File: src/rtl/mem_arb_pkg.sv
// Shared types and constants for the instruction/data memory port arbiter.
package mem_arb_pkg;

  typedef enum logic [1:0] {
    IDLE   = 2'd0,
    BUSY_D = 2'd1,
    BUSY_I = 2'd2
  } arb_state_t;

  localparam int unsigned TIMEOUT_CYC_DEF = 255;
  localparam int unsigned WDOG_W          = 16;
  // Read data returned on an aborted access; decodes as a NOP for fetch.
  localparam logic [31:0] ABORT_RDATA     = 32'h0000_0000;

endpackage

File: src/rtl/mem_port_arbiter_if.sv
// Pipeline + backing-memory signal bundle. slave = arbiter view, master = environment view.
interface mem_port_arbiter_if #(
  parameter int unsigned ADDR_W = 32,
  parameter int unsigned DATA_W = 32
);
  logic              if_req_i;
  logic [ADDR_W-1:0] if_addr_i;
  logic [DATA_W-1:0] if_rdata_o;
  logic              dm_read_i;
  logic              dm_write_i;
  logic [ADDR_W-1:0] dm_addr_i;
  logic [DATA_W-1:0] dm_wdata_i;
  logic [DATA_W-1:0] dm_rdata_o;
  logic              stall_o;
  logic              mem_req_o;
  logic              mem_we_o;
  logic [ADDR_W-1:0] mem_addr_o;
  logic [DATA_W-1:0] mem_wdata_o;
  logic              mem_ack_i;
  logic [DATA_W-1:0] mem_rdata_i;
  logic              err_o;

  modport slave (
    input  if_req_i, if_addr_i, dm_read_i, dm_write_i, dm_addr_i, dm_wdata_i,
    input  mem_ack_i, mem_rdata_i,
    output if_rdata_o, dm_rdata_o, stall_o, mem_req_o, mem_we_o, mem_addr_o,
    output mem_wdata_o, err_o
  );

  modport master (
    output if_req_i, if_addr_i, dm_read_i, dm_write_i, dm_addr_i, dm_wdata_i,
    output mem_ack_i, mem_rdata_i,
    input  if_rdata_o, dm_rdata_o, stall_o, mem_req_o, mem_we_o, mem_addr_o,
    input  mem_wdata_o, err_o
  );
endinterface

File: src/rtl/arb_watchdog.sv
// Counts BUSY cycles without acknowledge and pulses expire_c on the last allowed one.
module arb_watchdog
  import mem_arb_pkg::*;
#(
  parameter int unsigned TIMEOUT_CYC = TIMEOUT_CYC_DEF
) (
  input  logic clk_i,
  input  logic rst_i,
  input  logic clear,
  input  logic enable,
  output logic expire_c
);

  logic [WDOG_W-1:0] cnt;

  always_ff @(posedge clk_i) begin
    if (rst_i) begin
      cnt <= '0;
    end else if (clear) begin
      cnt <= '0;
    end else if (enable) begin
      cnt <= cnt + WDOG_W'(1);
    end
  end

  // Fires during the TIMEOUT_CYC-th unacknowledged BUSY cycle.
  assign expire_c = enable && (cnt == WDOG_W'(TIMEOUT_CYC - 1));

endmodule

File: src/rtl/mem_port_arbiter.sv
// Serialises IF-stage fetches and MEM-stage data accesses onto one memory port
// and stalls the whole pipeline until every active request has been served.
module mem_port_arbiter
  import mem_arb_pkg::*;
#(
  parameter int unsigned ADDR_W      = 32,
  parameter int unsigned DATA_W      = 32,
  parameter int unsigned TIMEOUT_CYC = TIMEOUT_CYC_DEF
) (
  input logic             clk_i,
  input logic             rst_i,
  mem_port_arbiter_if.slave bus
);

  arb_state_t        state;
  logic              if_done;
  logic              dm_done;
  logic              dm_act;
  logic              dm_pend;
  logic              if_pend;
  logic              stall;
  logic              busy;
  logic              wd_expire;
  logic              mem_req;
  logic              mem_we;
  logic              err;
  logic [ADDR_W-1:0] mem_addr;
  logic [DATA_W-1:0] mem_wdata;
  logic [DATA_W-1:0] if_rdata;
  logic [DATA_W-1:0] dm_rdata;

  assign dm_act  = bus.dm_read_i | bus.dm_write_i;
  assign dm_pend = dm_act & ~dm_done;
  assign if_pend = bus.if_req_i & ~if_done;
  assign stall   = dm_pend | if_pend;
  assign busy    = (state != IDLE);

  arb_watchdog #(
    .TIMEOUT_CYC(TIMEOUT_CYC)
  ) u_wdog (
    .clk_i   (clk_i),
    .rst_i   (rst_i),
    .clear   (~busy),
    .enable  (busy & ~bus.mem_ack_i),
    .expire_c(wd_expire)
  );

  // Arbitration FSM with done flags and captured read data.
  always_ff @(posedge clk_i) begin
    if (rst_i) begin
      state     <= IDLE;
      if_done   <= 1'b0;
      dm_done   <= 1'b0;
      mem_req   <= 1'b0;
      mem_we    <= 1'b0;
      err       <= 1'b0;
      mem_addr  <= '0;
      mem_wdata <= '0;
      if_rdata  <= '0;
      dm_rdata  <= '0;
    end else begin
      case (state)
        IDLE: begin
          // Pipeline advances on this edge; both requests are new next cycle.
          if (!stall) begin
            if_done <= 1'b0;
            dm_done <= 1'b0;
          end
          // Data access belongs to the older instruction, so it goes first.
          if (dm_pend) begin
            state     <= BUSY_D;
            mem_req   <= 1'b1;
            mem_we    <= bus.dm_write_i;
            mem_addr  <= bus.dm_addr_i;
            mem_wdata <= bus.dm_wdata_i;
          end else if (if_pend) begin
            state    <= BUSY_I;
            mem_req  <= 1'b1;
            mem_we   <= 1'b0;
            mem_addr <= bus.if_addr_i;
          end
        end
        BUSY_D: begin
          if (bus.mem_ack_i) begin
            if (!mem_we) begin
              dm_rdata <= bus.mem_rdata_i;
            end
            dm_done <= 1'b1;
            mem_req <= 1'b0;
            state   <= IDLE;
          end else if (wd_expire) begin
            dm_rdata <= DATA_W'(ABORT_RDATA);
            err      <= 1'b1;
            dm_done  <= 1'b1;
            mem_req  <= 1'b0;
            state    <= IDLE;
          end
        end
        BUSY_I: begin
          if (bus.mem_ack_i) begin
            if_rdata <= bus.mem_rdata_i;
            if_done  <= 1'b1;
            mem_req  <= 1'b0;
            state    <= IDLE;
          end else if (wd_expire) begin
            if_rdata <= DATA_W'(ABORT_RDATA);
            err      <= 1'b1;
            if_done  <= 1'b1;
            mem_req  <= 1'b0;
            state    <= IDLE;
          end
        end
        default: begin
          state   <= IDLE;
          mem_req <= 1'b0;
        end
      endcase
    end
  end

  assign bus.stall_o     = stall;
  assign bus.mem_req_o   = mem_req;
  assign bus.mem_we_o    = mem_we;
  assign bus.mem_addr_o  = mem_addr;
  assign bus.mem_wdata_o = mem_wdata;
  assign bus.if_rdata_o  = if_rdata;
  assign bus.dm_rdata_o  = dm_rdata;
  assign bus.err_o       = err;

endmodule

File: src/flat_wrapper.sv
// flat-port wrapper written by rule: the top's interface ports become plain ports
module mem_port_arbiter_flat import mem_arb_pkg::*;
#(
  parameter int unsigned ADDR_W      = 32,
  parameter int unsigned DATA_W      = 32,
  parameter int unsigned TIMEOUT_CYC = TIMEOUT_CYC_DEF
)
  (clk_i, rst_i, bus_if_req_i, bus_if_addr_i, bus_dm_read_i, bus_dm_write_i, bus_dm_addr_i, bus_dm_wdata_i, bus_mem_ack_i, bus_mem_rdata_i, bus_if_rdata_o, bus_dm_rdata_o, bus_stall_o, bus_mem_req_o, bus_mem_we_o, bus_mem_addr_o, bus_mem_wdata_o, bus_err_o);
  mem_port_arbiter_if #(.ADDR_W(ADDR_W), .DATA_W(DATA_W)) bus_i ();
  input logic clk_i;
  input logic rst_i;
  input wire logic [$bits(bus_i.if_req_i)-1:0] bus_if_req_i;
  input wire logic [$bits(bus_i.if_addr_i)-1:0] bus_if_addr_i;
  input wire logic [$bits(bus_i.dm_read_i)-1:0] bus_dm_read_i;
  input wire logic [$bits(bus_i.dm_write_i)-1:0] bus_dm_write_i;
  input wire logic [$bits(bus_i.dm_addr_i)-1:0] bus_dm_addr_i;
  input wire logic [$bits(bus_i.dm_wdata_i)-1:0] bus_dm_wdata_i;
  input wire logic [$bits(bus_i.mem_ack_i)-1:0] bus_mem_ack_i;
  input wire logic [$bits(bus_i.mem_rdata_i)-1:0] bus_mem_rdata_i;
  output wire logic [$bits(bus_i.if_rdata_o)-1:0] bus_if_rdata_o;
  output wire logic [$bits(bus_i.dm_rdata_o)-1:0] bus_dm_rdata_o;
  output wire logic [$bits(bus_i.stall_o)-1:0] bus_stall_o;
  output wire logic [$bits(bus_i.mem_req_o)-1:0] bus_mem_req_o;
  output wire logic [$bits(bus_i.mem_we_o)-1:0] bus_mem_we_o;
  output wire logic [$bits(bus_i.mem_addr_o)-1:0] bus_mem_addr_o;
  output wire logic [$bits(bus_i.mem_wdata_o)-1:0] bus_mem_wdata_o;
  output wire logic [$bits(bus_i.err_o)-1:0] bus_err_o;
  assign bus_i.if_req_i = bus_if_req_i;
  assign bus_i.if_addr_i = bus_if_addr_i;
  assign bus_i.dm_read_i = bus_dm_read_i;
  assign bus_i.dm_write_i = bus_dm_write_i;
  assign bus_i.dm_addr_i = bus_dm_addr_i;
  assign bus_i.dm_wdata_i = bus_dm_wdata_i;
  assign bus_i.mem_ack_i = bus_mem_ack_i;
  assign bus_i.mem_rdata_i = bus_mem_rdata_i;
  assign bus_if_rdata_o = bus_i.if_rdata_o;
  assign bus_dm_rdata_o = bus_i.dm_rdata_o;
  assign bus_stall_o = bus_i.stall_o;
  assign bus_mem_req_o = bus_i.mem_req_o;
  assign bus_mem_we_o = bus_i.mem_we_o;
  assign bus_mem_addr_o = bus_i.mem_addr_o;
  assign bus_mem_wdata_o = bus_i.mem_wdata_o;
  assign bus_err_o = bus_i.err_o;
  mem_port_arbiter #(.ADDR_W(ADDR_W), .DATA_W(DATA_W), .TIMEOUT_CYC(TIMEOUT_CYC)) u_core (.clk_i(clk_i), .rst_i(rst_i), .bus(bus_i));
endmodule
File: config.mk
export PLATFORM = sky130hd
export DESIGN_NAME = mem_port_arbiter_flat
export DESIGN_NICKNAME = d
export VERILOG_FILES = /design/src/rtl/mem_arb_pkg.sv /design/src/rtl/mem_port_arbiter_if.sv /design/src/rtl/arb_watchdog.sv /design/src/rtl/mem_port_arbiter.sv /design/src/flat_wrapper.sv
export SDC_FILE = /design/constraint.sdc
export NUM_CORES = 1
export LEC_CHECK = 0
export BUFFER_PORTS_ARGS = -buffer_cell sky130_fd_sc_hd__buf_2
export CAP_MARGIN = 5
export CORE_MARGIN = 2
export CORE_UTILIZATION = 47
export DETAILED_ROUTE_END_ITERATION = 12
export PLACE_DENSITY = 0.8
export SETUP_SLACK_MARGIN = 0.15
export SLEW_MARGIN = 15
export SYNTH_ARGS = -nofsm -noshare
export SYNTH_HDL_FRONTEND = slang
export SYNTH_SLANG_ARGS = --single-unit
File: constraint.sdc
create_clock -name clk_i -period 2.7 [get_ports clk_i]
set_clock_uncertainty 0.2 [all_clocks]
set_input_delay 0.135 -clock clk_i [delete_from_list [all_inputs] [get_ports clk_i]]
set_output_delay 0.135 -clock clk_i [all_outputs]
set_load 0.02 [all_outputs]
==> impl_results.md, run 1 <==
- Sink Count: 151
- Ports: 266
- Number of synthesized register bits: approximately 150
- GR Util met2: 51.6%
- Slowest stage cell, crit path: dfxtp_1
- Sequential share of the synthesized area: 50.8%
- Syn Nets: ~900
- Die width: approximately 120 um
- Die area: approximately 14000 um2
- Max VDD drop: around 0.43 mV
- Sw frac: roughly 29%
- Pin count of the biggest net entering global routing: 73
- RR Startpoint: u_core.state[0]$_SDFFE_PP0P_
- Cell row count: 41
- Comb pwr share: 20.8%
- Place WS: between 0.2 and 0.25 ns
- Worst min-delay path class: in2reg
- Class of the most critical setup path: reg2reg
- Mapped Avg Cell Area: around 8 um2
- Hold Slack: 0.0683 ns
- Primary FF master, synth: dfxtp_1
- Initial core utilization: between 40% and 50%
- Layout Area Growth over Synthesis: 57.2%
- Post-DR wirelength/cell: around 17 um
- Number of global-route vias before repair: approximately 6700
- Worst slew pin tran: around 0.90 ns
- WP buf/inv: 2
- Pre-antenna DRT Iters: 6
- Maximum clock rate: ~0.41 GHz
- Syn Std Cell Area: between 5000 and 6000 um2
- Hold Violations, Final: 0
- Detailed-route via count: ~7000
- Die Span Y: 117 um
- CP endpoint: u_core.bus.dm_rdata_o[19]$_SDFFE_PP0P_
- Total Neg Setup Slack: 0 ns
- Sequential share of power: 38.8%
- Initial DRC count: about 760
- Setup slack after layout: approximately 0.27 ns
- Final #Nets: approximately 1200
- Sequential Area: between 3000 and 4000 um2
- Clk_lat worst skew: roughly 0.42 ns
- Worst Reg-to-Reg Cells: 8
- CP Capture Type: register
- Async S/R FF share, synth: 0%
- CTS tree: built
- DR DRC count: 0
- Power Density: 688 nW/um2
- Global placer's final weighted congestion: 0.894
- Met3 usage: under 10%
- # setup viols final: 0
- Overall Power: ~6.4 mW
- Clock Power Share: 40.3%
- NetSw: 1.86 mW
- Met1 Resource Use GR: between 30% and 40%
- Status: finished, final reports clean
- Total length of routed wires: 21400 um
- Pins Over Slew Limit: 0
- Startpoint Class: register
- CTS buffer count: 17
- Post-synth EDFFs: 0
- Hpwl dp: approximately 11000 um
- Reg-to-Reg End: u_core.bus.dm_rdata_o[19]$_SDFFE_PP0P_
- Core Area: 12500 um2
- Busiest layer in global routing: met2
- Ys Warns: 0
- Fill cells: just over 800
- Distinct cells, synth: 40
- Gate Count Post-Synth: roughly 740
- Critical path required time: between 2 and 3 ns
- H-tree depth: 4
- CP max stage delay: approximately 0.37 ns
- Routed Antenna Nets: 0
- Gr ovfl total: 0
- Leakage: between 4 and 5 nW
- Multi-input logic area: 2690 um2
- Critical path depth in cells: 8
- Crit path launch: u_core.state[0]$_SDFFE_PP0P_
- Root buf cell: clkbuf_16
- Internal power: ~4.6 mW
- Max-cap violations: 0
- R2R Setup Slk: 0.27 ns
- Critical Path AT: 2.57 ns
- Clock transition at path regs: ~0.060 ns
- Max Buffers Root-to-Sink: 2
- Layout cell share with drive strength beyond 1: 28.9%
- Vias/cell: between 5 and 6
- Period minus WS final: about 2.4 ns
- Crit Path Max Fanout: 16
- Family with the most delay on the worst path: simple AND/OR/NAND/NOR gates
- Relative slew slack: 40.1%
- Period utilization: 89.9%
- Gr usage total: a little under a third
- Global-route wire length before repair: ~32000 um
- Sequence of cells on the critical path: inv_1 -> ha_2 -> nor4bb_4 -> and4b_4 -> buf_4 -> a31o_4 -> nand3_1 -> a21oi_1
- RSZ-0062 raised after global routing: true
- Initial antenna violation count: 1
- PortBufs: about 270
-- power by group through the flow --
stage | Sequential (mW) | Combinational [mW] | Clock (mW)
global placement | 2.53 | 1.10 | 0
finish | 2.50 | 1.34 | 2.60
global route | 2.52 | 1.45 | 2.73
CTS | 2.49 | 1.27 | 2.62
floorplan | 2.74 | 0.502 | 0
detailed placement | 2.53 | 1.11 | 0
-- worst register-to-register path: cells and delay by family, from the launching register on --
family	cells	cell delay (ns)
AO/OA/AOI/OAI	2	0.50
adder cells (fa/ha/maj)	1	0.24
buffers and inverters	2	0.22
flip-flops	1	0.37
AND/OR/NAND/NOR	3	0.83
-- metrics by stage --
| step | cell area, um2 | util, % | instances |
|---|---|---|---|
| after global routing | 9360 | 74.7 | 1289 |
| after CTS | 9320 | 74.4 | 1286 |
| after detailed placement | 7360 | 58.8 | 1124 |
| after floorplan | 5950 | - | 736 |
| after global placement | 7360 | 58.8 | 1124 |
| final | 9360 | 74.8 | 1290 |
-- cell type report --
class | instances | share of cell area [%]
multi-input cells | 519 | 28.8
repair buffers | 408 | 29.4
diodes | 2 | 0.0535
flip-flops and latches | 151 | 32.3
clock buffers | 17 | 4.55
clock inverters | 15 | 2.42
inverters | 6 | 0.241
well taps | 172 | 2.30
-- sequential cells by signal, summed over array words and instances (netlist names) --
name / flops
u_core.bus.dm_rdata_o: 32
u_core.bus.err_o: 1
u_core.bus.if_rdata_o: 32
u_core.bus.mem_addr_o: 32
u_core.bus.mem_req_o: 1
u_core.bus.mem_wdata_o: 32
u_core.bus.mem_we_o: 1
u_core.dm_done: 1
u_core.if_done: 1
u_core.state: 2
u_core.u_wdog.cnt: 16
-- worst min-delay path by stage --
| stage | depth (start not counted) | slack [ns] | startpoint | to |
|---|---|---|---|---|
| after CTS | 4 | 0.05 | bus_if_req_i | u_core.state[1]$_SDFFE_PP0P_ |
| after global routing | 2 | 0.07 | rst_i | u_core.bus.err_o$_SDFFE_PP0P_ |
| after global placement | 3 | 0.18 | bus_dm_wdata_i[4] | u_core.bus.mem_wdata_o[4]$_SDFFE_PP0P_ |
| after detailed placement | 3 | 0.18 | bus_dm_wdata_i[20] | u_core.bus.mem_wdata_o[20]$_SDFFE_PP0P_ |
| after floorplan | 2 | 0.07 | bus_dm_wdata_i[10] | u_core.bus.mem_wdata_o[10]$_SDFFE_PP0P_ |
| final | 2 | 0.07 | rst_i | u_core.bus.err_o$_SDFFE_PP0P_ |
-- synth_stat cells (2+ instances only) --
master / n / area [um2]
nor2b_1: 3 / 18.8
inv_1: 5 / 18.8
a22o_1: 3 / 26.3
buf_2: 14 / 70.1
xor2_1: 7 / 61.3
a31oi_1: 2 / 12.5
nand3_1: 71 / 355
clkbuf_1: 41 / 154
nand4_1: 2 / 12.5
buf_6: 3 / 33.8
o21ai_1: 2 / 10.0
a311oi_1: 32 / 280
ha_1: 5 / 62.6
nand2_1: 167 / 627
nor2_1: 60 / 225
buf_1: 3 / 11.3
dfxtp_1: 151 / 3020
or3_1: 2 / 12.5
and3_1: 3 / 18.8
o21ai_0: 32 / 160
nor4_1: 2 / 12.5
xnor2_1: 8 / 70.1
a21oi_1: 101 / 505
-- placed cells by master (no fill, tap or decap), types with 2 or more instances in the layout --
cell type      synthesis  layout
or3_1                  2       2
o21ai_0               32      29
xor2_1                 7       7
clkinvlp_4             0       3
nor2_1                60      59
bufinv_16              0       5
a22o_1                 3       3
a311oi_1              32      32
clkbuf_16              0      17
inv_6                  0       2
buf_2                 14     264
nand3_1               71      71
buf_6                  3       2
nand4_1                2       2
inv_1                  5       5
clkinv_4               0       3
clkinv_2               0       2
nor2b_1                3       3
dfxtp_1              151     151
nand2_1              167     167
buf_4                  0      11
and3_1                 3       3
diode_2                0       2
xnor2_1                8       8
a31o_4                 1       2
ha_1                   5       4
nor4_1                 2       2
o21ai_1                2       5
dlygate4sd3_1          0     130
a21oi_1              101     100
-- timing repair --
| action | CTS | global route |
|---|---|---|
| setup endpoints to repair | 0 | 65 |
| gates resized for setup | 0 | 7 |
| hold buffers | 130 | 0 |
| endpoints found under the hold margin | 130 | 0 |
| buffers inserted | 0 | 1 |
-- per-layer routing --
layer / up-vias / wire, um / share of wire (%)
li1: 3266 / - / -
met1: 3199 / 7960 / 37
met2: 402 / 10600 / 50
met3: 91 / 1880 / 8.8
met4: 0 / 875 / 4.1
met5: - / 0 / 0
-- cells by family (layout without fill, tap and decap cells) --
kind of cell	after synthesis	count (layout)	synth area share (%)
flops	151	151	50.8
simple gates	319	319	23.3
buf+inv	67	446	4.90
other cells	0	2	0
compound gates	179	180	17.8
fa+ha+maj	5	5	1.05
xor+xnor	15	15	2.21
Power figures use the tool's default switching activity.
==> inputs of run 2 (changes only) <==
- GPL_TIMING_DRIVEN: unset -> 0
==> run 2 against run 1 <==
Effect of this change: fmax up 0.82%; cell count up 3.7%; combinational power about the same; total power down 0.68%; sequential cell count unchanged; sequential share of layout area down 0.38 points; clock-buffer cell count up 5; routed wire length up 4.9%; die area unchanged; largest power group unchanged; register-to-register slack better by 0.02 ns; critical path depth unchanged.
==> impl_results.md, run 2 (synthesized netlist as in run 1, its figures left out) <==
- Status: finished, final reports clean (unchanged)
- Gr usage total: 31.9% (was 30.0%)
- Class of the most critical setup path: reg2reg (unchanged)
- Final #Nets: 1292 (was 1242)
- Total length of routed wires: 22400 um (was 21400 um)
- Relative slew slack: 59.4% (was 40.1%)
- Global placer's final weighted congestion: 0.914 (was 0.894)
- Hpwl dp: 13100 um (was 11300 um)
- Sink Count: 151 (unchanged)
- Layout Area Growth over Synthesis: 59.0% (was 57.2%)
- Initial core utilization: 47.6% (unchanged)
- Initial DRC count: 817 (was 761)
- Die width: 117 um (unchanged)
- Hold Violations, Final: 0 (unchanged)
- Number of global-route vias before repair: 7095 (was 6657)
- Total Neg Setup Slack: 0 ns (unchanged)
- Pre-antenna DRT Iters: 6 (unchanged)
- Detailed-route via count: 7173 (was 6958)
- Worst min-delay path class: in2reg (unchanged)
- Gr ovfl total: 0 (unchanged)
- Most frequent cells in the layout: buf_2 (278), nand2_1 (167), dfxtp_1 (151), dlygate4sd3_1 (132), a21oi_1 (101) (was buf_2 (264), nand2_1 (167), dfxtp_1 (151), dlygate4sd3_1 (130), a21oi_1 (100))
- Commonest non-fill, non-tap cell in the layout: buf_2 (unchanged)
- Clk_lat worst skew: 0.42 ns (about the same)
- Die Span Y: 117 um (unchanged)
- Vias/cell: 5.36 (was 5.39)
- Layout cell share with drive strength beyond 1: 27.7% (was 28.9%)
- Clock Power Share: 39.7% (was 40.3%)
- RSZ-0062 raised after global routing: false (was true)
- PortBufs: 265 (unchanged)
- H-tree depth: 4 (unchanged)
- CTS tree: built (unchanged)
- CP Capture Type: register (unchanged)
- Internal power: 4.55 mW (was 4.57 mW)
- Power Density: 675 nW/um2 (was 688 nW/um2)
- Ports: 266 (unchanged)
- Overall Power: 6.39 mW (was 6.43 mW)
- Maximum clock rate: 0.415 GHz (was 0.412 GHz)
- Leakage: 4.20 nW (was 4.16 nW)
- # setup viols final: 0 (unchanged)
- Startpoint Class: register (unchanged)
- Clock transition at path regs: 0.06 ns (about the same)
- NetSw: 1.84 mW (was 1.86 mW)
- Die area: 13600 um2 (unchanged)
- Pin count of the biggest net entering global routing: 17 (was 73)
- Pins Over Slew Limit: 0 (unchanged)
- Sw frac: 28.8% (was 29.0%)
- Cell row count: 41 (unchanged)
- Worst slew pin tran: 0.609 ns (was 0.899 ns)
- Post-DR wirelength/cell: 16.7 um (was 16.6 um)
- Max VDD drop: 0.507 mV (was 0.428 mV)
- Routed Antenna Nets: 0 (unchanged)
- Comb pwr share: 21.2% (was 20.8%)
- Sequential share of power: 39.2% (was 38.8%)
- CTS buffer count: 17 (unchanged)
- Root buf cell: clkbuf_16 (unchanged)
- Fill cells: 877 (was 831)
- Crit Path Max Fanout: 10 (was 16)
- Core Area: 12500 um2 (unchanged)
- DR DRC count: 0 (unchanged)
- Critical path required time: 2.78 ns (was 2.85 ns)
- Initial antenna violation count: 1 (unchanged)
- Max Buffers Root-to-Sink: 2 (unchanged)
- Max-cap violations: 0 (unchanged)
- Period minus WS final: 2.41 ns (was 2.43 ns)
- Period utilization: 89.2% (was 89.9%)
- Critical Path AT: 2.49 ns (was 2.57 ns)
- Global-route wire length before repair: 33900 um (was 32000 um)
-- run 2: cell count changes in the layout (fill, tap and decap cells not counted), moves of 2 or more --
cell           before  now
clkbuf_1            0   40
buf_2             264  278
buf_4              11    1
clkbuf_8            0    4
clkbuf_2            0    3
clkinv_4            3    0
o21ai_0            29   32
o21ai_1             5    2
buf_1               0    2
dlygate4sd3_1     130  132
inv_6               2    0
-- run 2: worst paths after layout --
| path | startpoint | to | slack [ns] | cells past startpoint |
|---|---|---|---|---|
| max reg2reg | u_core.state[0]$_SDFFE_PP0P_ | u_core.bus.if_rdata_o[27]$_SDFFE_PP0P_ | 0.29 | 8 |
| min | bus_dm_read_i | u_core.bus.mem_addr_o[0]$_SDFFE_PP0P_ | 0.06 | 5 |
| min reg2reg | u_core.bus.dm_rdata_o[9]$_SDFFE_PP0P_ | u_core.bus.dm_rdata_o[9]$_SDFFE_PP0P_ | 0.25 | 2 |
| max | u_core.state[0]$_SDFFE_PP0P_ | u_core.bus.if_rdata_o[27]$_SDFFE_PP0P_ | 0.29 | 8 |
-- run 2: per-stage QoR --
| step | cells | setup WS (ns) | area [um2] | utilization [%] | hold slack [ns] |
|---|---|---|---|---|---|
| global placement | 1173 | 0.266 | 7500 | 59.9 | 0.177 |
| finish | 1338 | 0.292 | 9470 | 75.6 | 0.0608 |
| floorplan | 736 | 0.553 | 5950 | - | 0.0710 |
| detailed placement | 1173 | 0.214 | 7500 | 59.9 | 0.183 |
| global route | 1337 | 0.167 | 9470 | 75.6 | 0.109 |
| CTS | 1335 | 0.205 | 9450 | 75.5 | 0.0412 |
-- run 2: cell type report --
type | instances | area, um2 | area share (%)
multi-input cells | 518 | 2640 | 27.9
repair buffers | 398 | 2660 | 28.0
clock buffers | 22 | 484 | 5.11
diodes | 2 | 5.00 | 0.0529
clock inverters | 8 | 145 | 1.53
inverters | 6 | 22.5 | 0.238
plain buffers | 61 | 275 | 2.91
well taps | 172 | 215 | 2.27
flip-flops and latches | 151 | 3020 | 31.9
-- run 2: timing repair --
action                                 4_1_cts  5_1_grt
hold buffers                               132        0
resized for setup                            0        7
setup endpoints to repair                    0       87
buffers inserted                             0        1
endpoints found under the hold margin      132        0
-- run 2: metal layers --
| metal | vias up | wire length (um) | share of wire, % | global-route usage, % |
|---|---|---|---|---|
| met5 | - | 0 | 0 | 0 |
| met4 | 0 | 1070 | 4.8 | 18.9 |
| li1 | 3358 | - | - | - |
| met1 | 3309 | 8390 | 37 | 34.9 |
| met3 | 91 | 1840 | 8.2 | 8.41 |
| met2 | 415 | 11100 | 50 | 55.7 |
-- run 2: power by group through the flow --
stage	Combinational, mW	Clock [mW]	Sequential [mW]
after floorplan	0.502	0	2.74
after CTS	1.30	2.55	2.49
final	1.35	2.54	2.50
after global placement	1.13	0	2.53
after detailed placement	1.14	0	2.54
after global routing	1.46	2.65	2.52
-- run 2: critical path, stage by stage (launching register included) --
cell and delay [ns]:
dfxtp_1 0.38, inv_1 0.08, ha_2 0.26, nor4bb_4 0.34, and4b_4 0.33, a21oi_2 0.12, buf_2 0.23, o21ai_0 0.23
a21oi_1 0.10
==> inputs of run 3 (changes only) <==
- BUFFER_PORTS_ARGS: -buffer_cell sky130_fd_sc_hd__buf_2 -> unset
- CORE_UTILIZATION: 47 -> 55
- DONT_BUFFER_PORTS: unset -> 1
- PLACE_DENSITY: 0.8 -> 0.7
==> run 3 against run 2 <==
Effect of this change: setup slack improved by 0.014 ns; critical path depth unchanged; via count decreased by 16%; worst hold slack improved by 0.038 ns; critical endpoint is now u_core.bus.dm_rdata_o[28]$_SDFFE_PP0P_; largest power group is now sequential cells.
==> impl_results.md, run 3 (synthesized netlist as in run 1, its figures left out) <==
- Worst min-delay path class: in2reg (unchanged)
- Hold Violations, Final: 0 (unchanged)
- Worst slew pin tran: 0.600 ns (was 0.609 ns)
- Relative slew slack: 60.0% (was 59.4%)
- Gr usage total: 32.7% (was 31.9%)
- Die area: 11700 um2 (was 13600 um2)
- Total length of routed wires: 19600 um (was 22400 um)
- Commonest non-fill, non-tap cell in the layout: nand2_1 (was buf_2)
- Number of global-route vias before repair: 6235 (was 7095)
- Max VDD drop: 0.487 mV (was 0.507 mV)
- Max-cap violations: 0 (unchanged)
- CP Capture Type: register (unchanged)
- # setup viols final: 0 (unchanged)
- Initial antenna violation count: 0 (was 1)
- Critical path required time: 2.88 ns (was 2.78 ns)
- Initial core utilization: 57.2% (was 47.6%)
- RSZ-0062 raised after global routing: false (unchanged)
- Period minus WS final: 2.39 ns (was 2.41 ns)
- Routed Antenna Nets: 0 (unchanged)
- Most frequent cells in the layout: nand2_1 (167), dfxtp_1 (151), dlygate4sd3_1 (133), a21oi_1 (101), nand3_1 (71) (was buf_2 (278), nand2_1 (167), dfxtp_1 (151), dlygate4sd3_1 (132), a21oi_1 (101))
- Critical Path AT: 2.57 ns (was 2.49 ns)
- Ports: 266 (unchanged)
- Layout Area Growth over Synthesis: 36.7% (was 59.0%)
- CTS tree: built (unchanged)
- Period utilization: 88.7% (was 89.2%)
- Post-DR wirelength/cell: 18.9 um (was 16.7 um)
- Total Neg Setup Slack: 0 ns (unchanged)
- Hold Slack: 0.0986 ns (was 0.0608 ns)
- Crit Path Max Fanout: 10 (unchanged)
- Vias/cell: 5.84 (was 5.36)
- Max Buffers Root-to-Sink: 2 (unchanged)
- Detailed-route via count: 6059 (was 7173)
- Cell row count: 37 (was 41)
- Root buf cell: clkbuf_8 (was clkbuf_16)
- Pre-antenna DRT Iters: 5 (was 6)
- DR DRC count: 0 (unchanged)
- Clk_lat worst skew: 0.52 ns (was 0.42 ns)
- CTS buffer count: 17 (unchanged)
- Finished layout cell area: 8140 um2 (was 9470 um2)
- Leakage: 3.00 nW (was 4.20 nW)
- Class of the most critical setup path: reg2reg (unchanged)
- PortBufs: 0 (was 265)
- Status: finished, final reports clean (unchanged)
- Placed cell area: 6120 um2 (was 7500 um2)
- Maximum clock rate: 0.418 GHz (was 0.415 GHz)
- Pin count of the biggest net entering global routing: 17 (unchanged)
- Initial DRC count: 433 (was 817)
- Gr ovfl total: 0 (unchanged)
- Startpoint Class: register (unchanged)
- Layout cell share with drive strength beyond 1: 6.23% (was 27.7%)
- Die Span Y: 108 um (was 117 um)
- H-tree depth: 4 (unchanged)
- Hpwl dp: 12500 um (was 13100 um)
- Global placer's final weighted congestion: 0.866 (was 0.914)
- Power Density: 775 nW/um2 (was 675 nW/um2)
- Core Area: 10400 um2 (was 12500 um2)
- Fill cells: 666 (was 877)
- Sink Count: 151 (unchanged)
- Final #Nets: 1028 (was 1292)
- Pins Over Slew Limit: 0 (unchanged)
- Clock transition at path regs: 0.06 ns (about the same)
- Global-route wire length before repair: 30200 um (was 33900 um)
- Die width: 108 um (was 117 um)
==> run 3: what timing repair did <==
item	4_1_cts	5_1_grt
setup endpoints to repair	1	71
hold buffers	133	0
hold endpoints to repair	147	0
pin swaps	0	1
buffers inserted	0	1
cloned	0	0
resized for setup	1	6
==> run 3: critical path, stage by stage, from the launching register on <==
cell      delay [ns]
dfxtp_1         0.40
inv_1           0.09
ha_2            0.25
nor4bb_4        0.32
and4b_4         0.33
a31oi_1         0.22
buf_2           0.28
nand2_1         0.09
a21oi_1         0.07
==> run 3: layout make-up <==
cell class / count / area [um2] / share of cell area (%)
Clock buffer: 20 / 445 / 5.47
Sequential cell: 151 / 3020 / 37.1
Antenna cell: 2 / 5.00 / 0.0615
Buffer: 61 / 272 / 3.33
Multi-Input combinational cell: 518 / 2640 / 32.5
Clock inverter: 9 / 223 / 2.74
Timing Repair Buffer: 134 / 1340 / 16.4
Tap cell: 136 / 170 / 2.09
Inverter: 6 / 22.5 / 0.277
==> run 3: stage by stage <==
stage | cells | power (mW) | setup WS (ns) | utilization, %
2_1_floorplan | 736 | 3.24 | 0.553 | -
3_3_place_gp | 872 | 3.40 | 0.279 | 58.8
3_5_place_dp | 872 | 3.44 | 0.181 | 58.8
4_1_cts | 1034 | 6.26 | 0.172 | 78.0
5_1_grt | 1035 | 6.50 | 0.183 | 78.1
6_report | 1037 | 6.31 | 0.306 | 78.2
==> run 3: power breakdown <==
group | internal, mW | total (mW) | switching (mW)
Sequential | 2.40 | 2.75 | 0.344
Clock | 1.81 | 2.71 | 0.895
Combinational | 0.342 | 0.856 | 0.514
Total | 4.56 | 6.31 | 1.75
==> run 3: path summary, 6_finish.rpt <==
path                                              startpoint                                 endpoint  slack (ns)  cells past startpoint
worst max-delay path            u_core.state[0]$_SDFFE_PP0P_   u_core.bus.dm_rdata_o[28]$_SDFFE_PP0P_        0.31                      8
worst min-delay path                      bus_dm_wdata_i[10]  u_core.bus.mem_wdata_o[10]$_SDFFE_PP0P_         0.1                      3
worst max register to register  u_core.state[0]$_SDFFE_PP0P_   u_core.bus.dm_rdata_o[28]$_SDFFE_PP0P_        0.31                      8
worst min register to register   u_core.dm_done$_SDFFE_PP0P_              u_core.dm_done$_SDFFE_PP0P_        0.31                      1
==> run 3: layer usage <==
layer  vias up  part of all wire, %  GRT usage [%]
li1       2830                    -              -
met1      2831                   36           34.6
met2       312                   51           58.0
met3        86                  8.7           11.1
met4         0                  4.1           16.2
met5         -                    0              0
